File: src/rtl/fir_ctrl_pkg.sv
// Shared constants, types and state encoding for the FIR sequencer.
// FIR_FLUSH_EN enables the FLUSH state (10 zero-sample enables after iStop).
package fir_ctrl_pkg;

    localparam int NUM_TAPS   = 10;
    localparam int COEFF_W    = 16;
    localparam int IN_W       = 3;
    localparam int FILL_DEPTH = 11;
    localparam int FILL_W     = 4;
    localparam int ADDR_W     = 4;

    typedef logic signed [COEFF_W-1:0] coeff_t;
    typedef logic signed [IN_W-1:0]    sample_t;
    typedef logic [ADDR_W-1:0]         addr_t;

    typedef enum logic [1:0] {
        S_IDLE  = 2'd0,
        S_CLEAR = 2'd1,
        S_RUN   = 2'd2,
        S_FLUSH = 2'd3
    } state_e;

endpackage

File: src/rtl/fir_seq_ctrl_if.sv
// Coefficient write bus between the sequencer and the coefficient bank.
interface fir_seq_ctrl_if;
    import fir_ctrl_pkg::*;

    logic   we;
    addr_t  addr;
    coeff_t data;

    modport master (output we, output addr, output data);
    modport slave  (input we, input addr, input data);

endinterface

File: src/rtl/fir_coeff_bank.sv
// Ten registered tap coefficients with a single write port.
module fir_coeff_bank
    import fir_ctrl_pkg::*;
(
    input  logic           clk,
    input  logic           rst_n,
    fir_seq_ctrl_if.slave  wr,
    output coeff_t         coeff_o [NUM_TAPS]
);

    coeff_t coeff_q [NUM_TAPS];
    coeff_t coeff_d [NUM_TAPS];

    // Addresses past the last tap match no entry and are dropped.
    always_comb begin
        coeff_d = coeff_q;
        for (int i = 0; i < NUM_TAPS; i++) begin
            if (wr.we && wr.addr == ADDR_W'(i)) begin
                coeff_d[i] = wr.data;
            end
        end
    end

    always_ff @(posedge clk or negedge rst_n) begin
        if (!rst_n) begin
            for (int i = 0; i < NUM_TAPS; i++) begin
                coeff_q[i] <= '0;
            end
        end else begin
            coeff_q <= coeff_d;
        end
    end

    assign coeff_o = coeff_q;

endmodule

File: src/rtl/fir_seq_ctrl.sv
// FIR sequencer: coefficient load, datapath clear, sample streaming, result qualify.
// Define FIR_FLUSH_EN to add the FLUSH state that pushes 10 zero samples after iStop.
module fir_seq_ctrl
    import fir_ctrl_pkg::*;
(
    input  logic         iClk_12M,
    input  logic         iRsn,
    input  logic         iCoeffWe,
    input  logic [3:0]   iCoeffAddr,
    input  coeff_t       iCoeffData,
    input  logic         iStart,
    input  logic         iStop,
    input  logic         iInValid,
    input  sample_t      iInData,
    output logic         oInReady,
    output coeff_t       oCoeff1,
    output coeff_t       oCoeff2,
    output coeff_t       oCoeff3,
    output coeff_t       oCoeff4,
    output coeff_t       oCoeff5,
    output coeff_t       oCoeff6,
    output coeff_t       oCoeff7,
    output coeff_t       oCoeff8,
    output coeff_t       oCoeff9,
    output coeff_t       oCoeff10,
    output sample_t      oFirIn,
    output logic         oEnAcc,
    output logic         oFirRsn,
    input  coeff_t       iMac,
    output logic         oOutValid,
    output coeff_t       oOutData,
    output logic         oBusy,
    output logic [1:0]   oState
);

    state_e              state_q, state_d;
    logic                ready_q, ready_d;
    logic                en_acc_q, en_acc_d;
    logic                fir_rsn_q, fir_rsn_d;
    logic                out_vld_q, out_vld_d;
    sample_t             fir_in_q, fir_in_d;
    logic [FILL_W-1:0]   fill_q, fill_d;
`ifdef FIR_FLUSH_EN
    logic [3:0]          flush_cnt_q, flush_cnt_d;
`endif

    logic   in_acc;
    coeff_t coeff [NUM_TAPS];

    fir_seq_ctrl_if cw ();

    assign cw.we   = iCoeffWe && (state_q == S_IDLE);
    assign cw.addr = iCoeffAddr;
    assign cw.data = iCoeffData;

    fir_coeff_bank u_bank (
        .clk     (iClk_12M),
        .rst_n   (iRsn),
        .wr      (cw),
        .coeff_o (coeff)
    );

    // A stop request closes the ready window in the same cycle.
    assign oInReady = ready_q & ~iStop;
    assign in_acc   = iInValid & oInReady;

    always_comb begin
        state_d   = state_q;
        ready_d   = 1'b0;
        en_acc_d  = 1'b1;
        fir_rsn_d = 1'b1;
        fir_in_d  = fir_in_q;
        fill_d    = fill_q;
        out_vld_d = 1'b0;
`ifdef FIR_FLUSH_EN
        flush_cnt_d = flush_cnt_q;
`endif
        if (!en_acc_q && fill_q != FILL_W'(FILL_DEPTH)) begin
            fill_d = fill_q + 1'b1;
        end
        unique case (state_q)
            S_IDLE: begin
                if (iStart) begin
                    state_d   = S_CLEAR;
                    fir_rsn_d = 1'b0;
                end
            end
            S_CLEAR: begin
                state_d = S_RUN;
                ready_d = 1'b1;
                fill_d  = '0;
            end
            S_RUN: begin
                if (iStop) begin
`ifdef FIR_FLUSH_EN
                    state_d     = S_FLUSH;
                    en_acc_d    = 1'b0;
                    fir_in_d    = '0;
                    flush_cnt_d = '0;
`else
                    state_d = S_IDLE;
`endif
                end else begin
                    ready_d = 1'b1;
                    if (in_acc) begin
                        fir_in_d = iInData;
                        en_acc_d = 1'b0;
                    end
                end
            end
            S_FLUSH: begin
`ifdef FIR_FLUSH_EN
                if (flush_cnt_q == 4'(NUM_TAPS - 1)) begin
                    state_d = S_IDLE;
                end else begin
                    flush_cnt_d = flush_cnt_q + 1'b1;
                    en_acc_d    = 1'b0;
                    fir_in_d    = '0;
                end
`else
                state_d = S_IDLE;
`endif
            end
            default: state_d = S_IDLE;
        endcase
        // Result lands one cycle after the enable that completes the fill.
        out_vld_d = !en_acc_q && (fill_d == FILL_W'(FILL_DEPTH));
    end

    always_ff @(posedge iClk_12M or negedge iRsn) begin
        if (!iRsn) begin
            state_q   <= S_IDLE;
            ready_q   <= 1'b0;
            en_acc_q  <= 1'b1;
            fir_rsn_q <= 1'b1;
            out_vld_q <= 1'b0;
            fir_in_q  <= '0;
            fill_q    <= '0;
`ifdef FIR_FLUSH_EN
            flush_cnt_q <= '0;
`endif
        end else begin
            state_q   <= state_d;
            ready_q   <= ready_d;
            en_acc_q  <= en_acc_d;
            fir_rsn_q <= fir_rsn_d;
            out_vld_q <= out_vld_d;
            fir_in_q  <= fir_in_d;
            fill_q    <= fill_d;
`ifdef FIR_FLUSH_EN
            flush_cnt_q <= flush_cnt_d;
`endif
        end
    end

    assign oFirIn    = fir_in_q;
    assign oEnAcc    = en_acc_q;
    assign oFirRsn   = fir_rsn_q;
    assign oOutValid = out_vld_q;
    assign oOutData  = out_vld_q ? iMac : '0;
    assign oBusy     = (state_q != S_IDLE);
    assign oState    = state_q;

    assign oCoeff1  = coeff[0];
    assign oCoeff2  = coeff[1];
    assign oCoeff3  = coeff[2];
    assign oCoeff4  = coeff[3];
    assign oCoeff5  = coeff[4];
    assign oCoeff6  = coeff[5];
    assign oCoeff7  = coeff[6];
    assign oCoeff8  = coeff[7];
    assign oCoeff9  = coeff[8];
    assign oCoeff10 = coeff[9];

endmodule

File: config.mk
export PLATFORM = sky130hd
export DESIGN_NAME = fir_seq_ctrl
export DESIGN_NICKNAME = d
export VERILOG_FILES = /design/src/rtl/fir_ctrl_pkg.sv /design/src/rtl/fir_seq_ctrl_if.sv /design/src/rtl/fir_coeff_bank.sv /design/src/rtl/fir_seq_ctrl.sv
export SDC_FILE = /design/constraint.sdc
export NUM_CORES = 1
export LEC_CHECK = 0
export ABC_AREA = 1
export CORE_MARGIN = 4
export CORE_UTILIZATION = 50
export CTS_CLUSTER_SIZE = 14
export DETAILED_ROUTE_END_ITERATION = 7
export GPL_TIMING_DRIVEN = 1
export PLACE_DENSITY = 0.81
export SETUP_SLACK_MARGIN = 0.1
export SYNTH_ARGS = -nofsm -noshare
export SYNTH_HDL_FRONTEND = slang
export SYNTH_HIERARCHICAL = 1
export SYNTH_SLANG_ARGS = --single-unit
File: constraint.sdc
create_clock -name iClk_12M -period 4.9 [get_ports iClk_12M]
set_input_delay 0.735 -clock iClk_12M [delete_from_list [all_inputs] [get_ports iClk_12M]]
set_output_delay 0.735 -clock iClk_12M [all_outputs]
set_load 0.005 [all_outputs]
==> implementation parameters <==
Parameter                              Value

Synth
  Most area-hungry cell type in the Yosys netlist ... sky130_fd_sc_hd__dfrtp_1
  Seq cells post-synth ... between 150 and 200
  Post-synth EDFFs ... 0
  Fraction of synthesis flops using an asynchronous set or reset pin ... 1.000
  Post-synthesis net count ... 900
  Top cells by area, synth ... sky130_fd_sc_hd__dfrtp_1, sky130_fd_sc_hd__nand2_1, sky130_fd_sc_hd__nand4_1
  Sequential-to-total area share from yosys stat ... 0.5839
  List of most frequent post-synthesis cells ... sky130_fd_sc_hd__nand2_1, sky130_fd_sc_hd__dfrtp_1, sky130_fd_sc_hd__nand4_1
  Syn_area_per_cell ... ~8.7 µm²
  Cell area after synthesis ... approximately 7400 µm²
  YS warnings ... 6
  Main synth FF type ... sky130_fd_sc_hd__dfrtp_1
  Number of distinct library cells after synthesis ... 24
  Top-area cell type share of the netlist area ... 0.5768
  Instance count of the mapped netlist ... 850
  Top-count cell post-synth ... sky130_fd_sc_hd__nand2_1

CTS
  Clock-pin slew of the registers on the worst-case setup and hold paths ... roughly 60 ps
  Clk buf depth ... 2
  Setup repair bufs after CTS ... 0
  Clock tree from TritonCTS ... built
  Clock Sink Count ... roughly 170
  Root Buffer Master ... sky130_fd_sc_hd__clkbuf_16
  Clock latency on the worst-skew pair ... about 430 ps
  Clock H-tree levels ... 4
  Post-cts sizing count ... 0
  Hold buffer count at cts ... 0
  Total CTS buffers ... 17

STA
  Clock period minus final worst setup slack ... 2962 ps
  Aggregate negative setup slack ... 0 ps
  Max-slew violation count ... 0
  Transition time at the pin with the least slew margin ... 801.4 ps
  Worst slack on hold paths ... about 370 ps
  Total setup violations reported at the end of the flow ... 0
  Share of the clock period used by the worst path after layout ... 0.6044
  Setup repair after global routing missed its margin ... no
  Final Skew ... 7.737 ps
  Slew margin rel. ... 0.4657
  Highest clock rate ... 337.6 MHz
  Hold Violations, Final ... 0

Critical path
  Highest cell delay on the worst timing path ... approximately 660 ps
  Register-to-register setup slack ... approximately 2000 ps
  Data arrival time of the critical path ... approximately 3300 ps
  CP cell instances ... clkdlybuf4s50_1 -> nand2_1 -> inv_2 -> buf_4 -> nand3_1 -> nand2_1 -> nand2_1
  Slowest-stage cell, CP ... sky130_fd_sc_hd__nand3_1
  Critical path depth in cells ... 7
  Depth of the worst register-to-register path ... 8
  Timing startpoint of the critical path ... iCoeffWe
  Critical Setup Path Class ... in -> reg
  Startpoint of the lowest-slack register-to-register path ... oState[0]
  CP endpoint kind ... flip-flop
  Element type at the critical path start ... input port
  Most common cell on crit path ... sky130_fd_sc_hd__nand2_1
  Required time of the critical path ... 5200 ps
  Crit path buf inv count ... 3
  CP Capture Point ... u_bank/coeff_o[119]
  Crit Reg-Reg Endpoint ... u_bank/coeff_o[119]
  Critical-path maximum fanout ... 65
  Largest delay contributor family on the critical path ... buffers and inverters

Power and ir drop
  P per Cell Area ... 590.5 nW/µm²
  Leakage power ... between 5 and 6 nW
  IR Drop Worst-Case VDD ... 0.3446 mV
  Overall power ... between 6 and 7 mW

Placement
  Routability cong. ... a little over 0.8
  Area post-placement ... 9729 µm²
  HPWL Detailed ... about 15000 µm
  Input/output buffers ... 230

Floorplanning
  Vertical extent of the die ... 129.8 µm
  Placeable core area ... 14530 µm²
  Die Span X ... 129.8 µm
  Initial standard-cell utilization of the core ... 0.5104
  Count of standard-cell rows ... 44
  Number of top-level pins ... ~230
  Floorplan die area ... 16850 µm²

Status
  Outcome ... finished clean

Drt
  Routed WL per cell ... 18.42 µm
  Antenna Violating Nets Remaining ... 0
  Detailed-route via count ... 6724
  Drt total wl ... 22860 µm
  DRC violation total after the first TritonRoute iteration ... 741
  Vias per Instance ... 5.418
  Residual DRC count ... 0
  Detailed Routing Iterations Pass 1 ... 7

Global route
  GRT Resource Usage Total ... 0.2721
  Total gr overflow ... 0
  Largest net degree at the start of global routing ... 89
  Vias in the first global route ... between 6000 and 7000
  Wire length of the first global-routing pass ... 34860 µm
  Number of antenna violations at the first check in global routing ... 0

Final layout
  Proportion of layout cells with a drive suffix above 1 ... 0.06812
  Total number of nets in the final design ... about 1100
  Number of diodes ... 0
  Area of all placed cells without fillers ... 10300 µm²
  Area growth from synthesis to layout ... 38.79%
  Final-layout fill cell count ... between 1000 and 1500

Worst hold path
  Worst hold path type ... in -> async

Run
  Number of maximum-capacitance violations ... 0
[per-stage QoR]
| step | util | cells | worst slack [ps] |
|---|---|---|---|
| after detailed placement | 0.6694 | 1210 | 1614 |
| after CTS | 0.7084 | 1241 | 2014 |
| after global routing | 0.7084 | 1241 | 1736 |
| after global placement | 0.6694 | 1210 | 1693 |
| after floorplan | - | 850 | 3123 |
| final | 0.7084 | 1241 | 1938 |
[registers in the layout, indices dropped and copies added, names as in the netlist]
signal	cells
oFirIn	3
oState	2
oOutValid	1
u_bank/coeff_o	160
fill_q	4
ready_q	1
oFirRsn	1
oEnAcc	1
[worst min-delay path by stage]
stage,startpoint,end,slack [ps],depth (start not counted)
global route,iRsn,u_bank/coeff_o[74],430,1
detailed placement,u_bank/coeff_o[95],u_bank/coeff_o[95],460,2
global placement,u_bank/coeff_o[27],u_bank/coeff_o[27],450,2
CTS,iRsn,u_bank/coeff_o[70],400,1
floorplan,iRsn,fill_q[0],440,0
finish,iRsn,u_bank/coeff_o[70],370,1
[final cells by class]
class,count,area (µm²),share of cell area
Sequential cell,173,4332,0.4207
Multi-Input combinational cell,568,2638,0.2562
Clock inverter,11,120.1,0.01167
Clock buffer,20,446.7,0.04338
Timing Repair Buffer,235,2341,0.2274
Inverter,50,188.9,0.01835
Tap cell,184,230.2,0.02236
[cell usage in the layout, fill, tap and decap left out, types with 2 or more instances in the layout]
cell type	instances
sky130_fd_sc_hd__nand2_1	418
sky130_fd_sc_hd__clkdlybuf4s50_1	229
sky130_fd_sc_hd__dfrtp_1	171
sky130_fd_sc_hd__nand4_1	82
sky130_fd_sc_hd__inv_1	42
sky130_fd_sc_hd__clkbuf_16	17
sky130_fd_sc_hd__o21bai_1	16
sky130_fd_sc_hd__nand3_1	9
sky130_fd_sc_hd__nor2_4	9
sky130_fd_sc_hd__inv_2	7
sky130_fd_sc_hd__nand3_2	6
sky130_fd_sc_hd__ha_1	5
sky130_fd_sc_hd__clkinv_2	5
sky130_fd_sc_hd__buf_4	5
sky130_fd_sc_hd__a21oi_1	4
sky130_fd_sc_hd__nor2_1	4
sky130_fd_sc_hd__nand2_2	4
sky130_fd_sc_hd__nor2_2	3
sky130_fd_sc_hd__mux2_2	3
sky130_fd_sc_hd__clkinvlp_4	3
sky130_fd_sc_hd__clkbuf_1	2
sky130_fd_sc_hd__bufinv_16	2
sky130_fd_sc_hd__clkinv_4	2
sky130_fd_sc_hd__dfstp_2	2
sky130_fd_sc_hd__nand3_4	2
[cells by family after synthesis]
logic type,share of synthesized area
adder cells (fa/ha/maj),0.008433
flip-flops,0.5839
AND/OR/NAND/NOR,0.3205
buffers and inverters,0.06122
multiplexers,0.004554
AO/OA/AOI/OAI,0.02142
[power breakdown]
part	total, mW	switching, mW	internal [mW]
Clock	1.31	0.549	0.758
Combinational	2.31	0.934	1.38
Sequential	2.46	0.397	2.06
Total	6.08	1.88	4.20
[routing by layer]
layer	track usage	part of all wire
met1	0.3470	0.40
met2	0.4225	0.46
met3	0.1056	0.11
met4	0.1057	0.028
met5	0	0
Note: power is estimated with default switching activity, not from simulation.
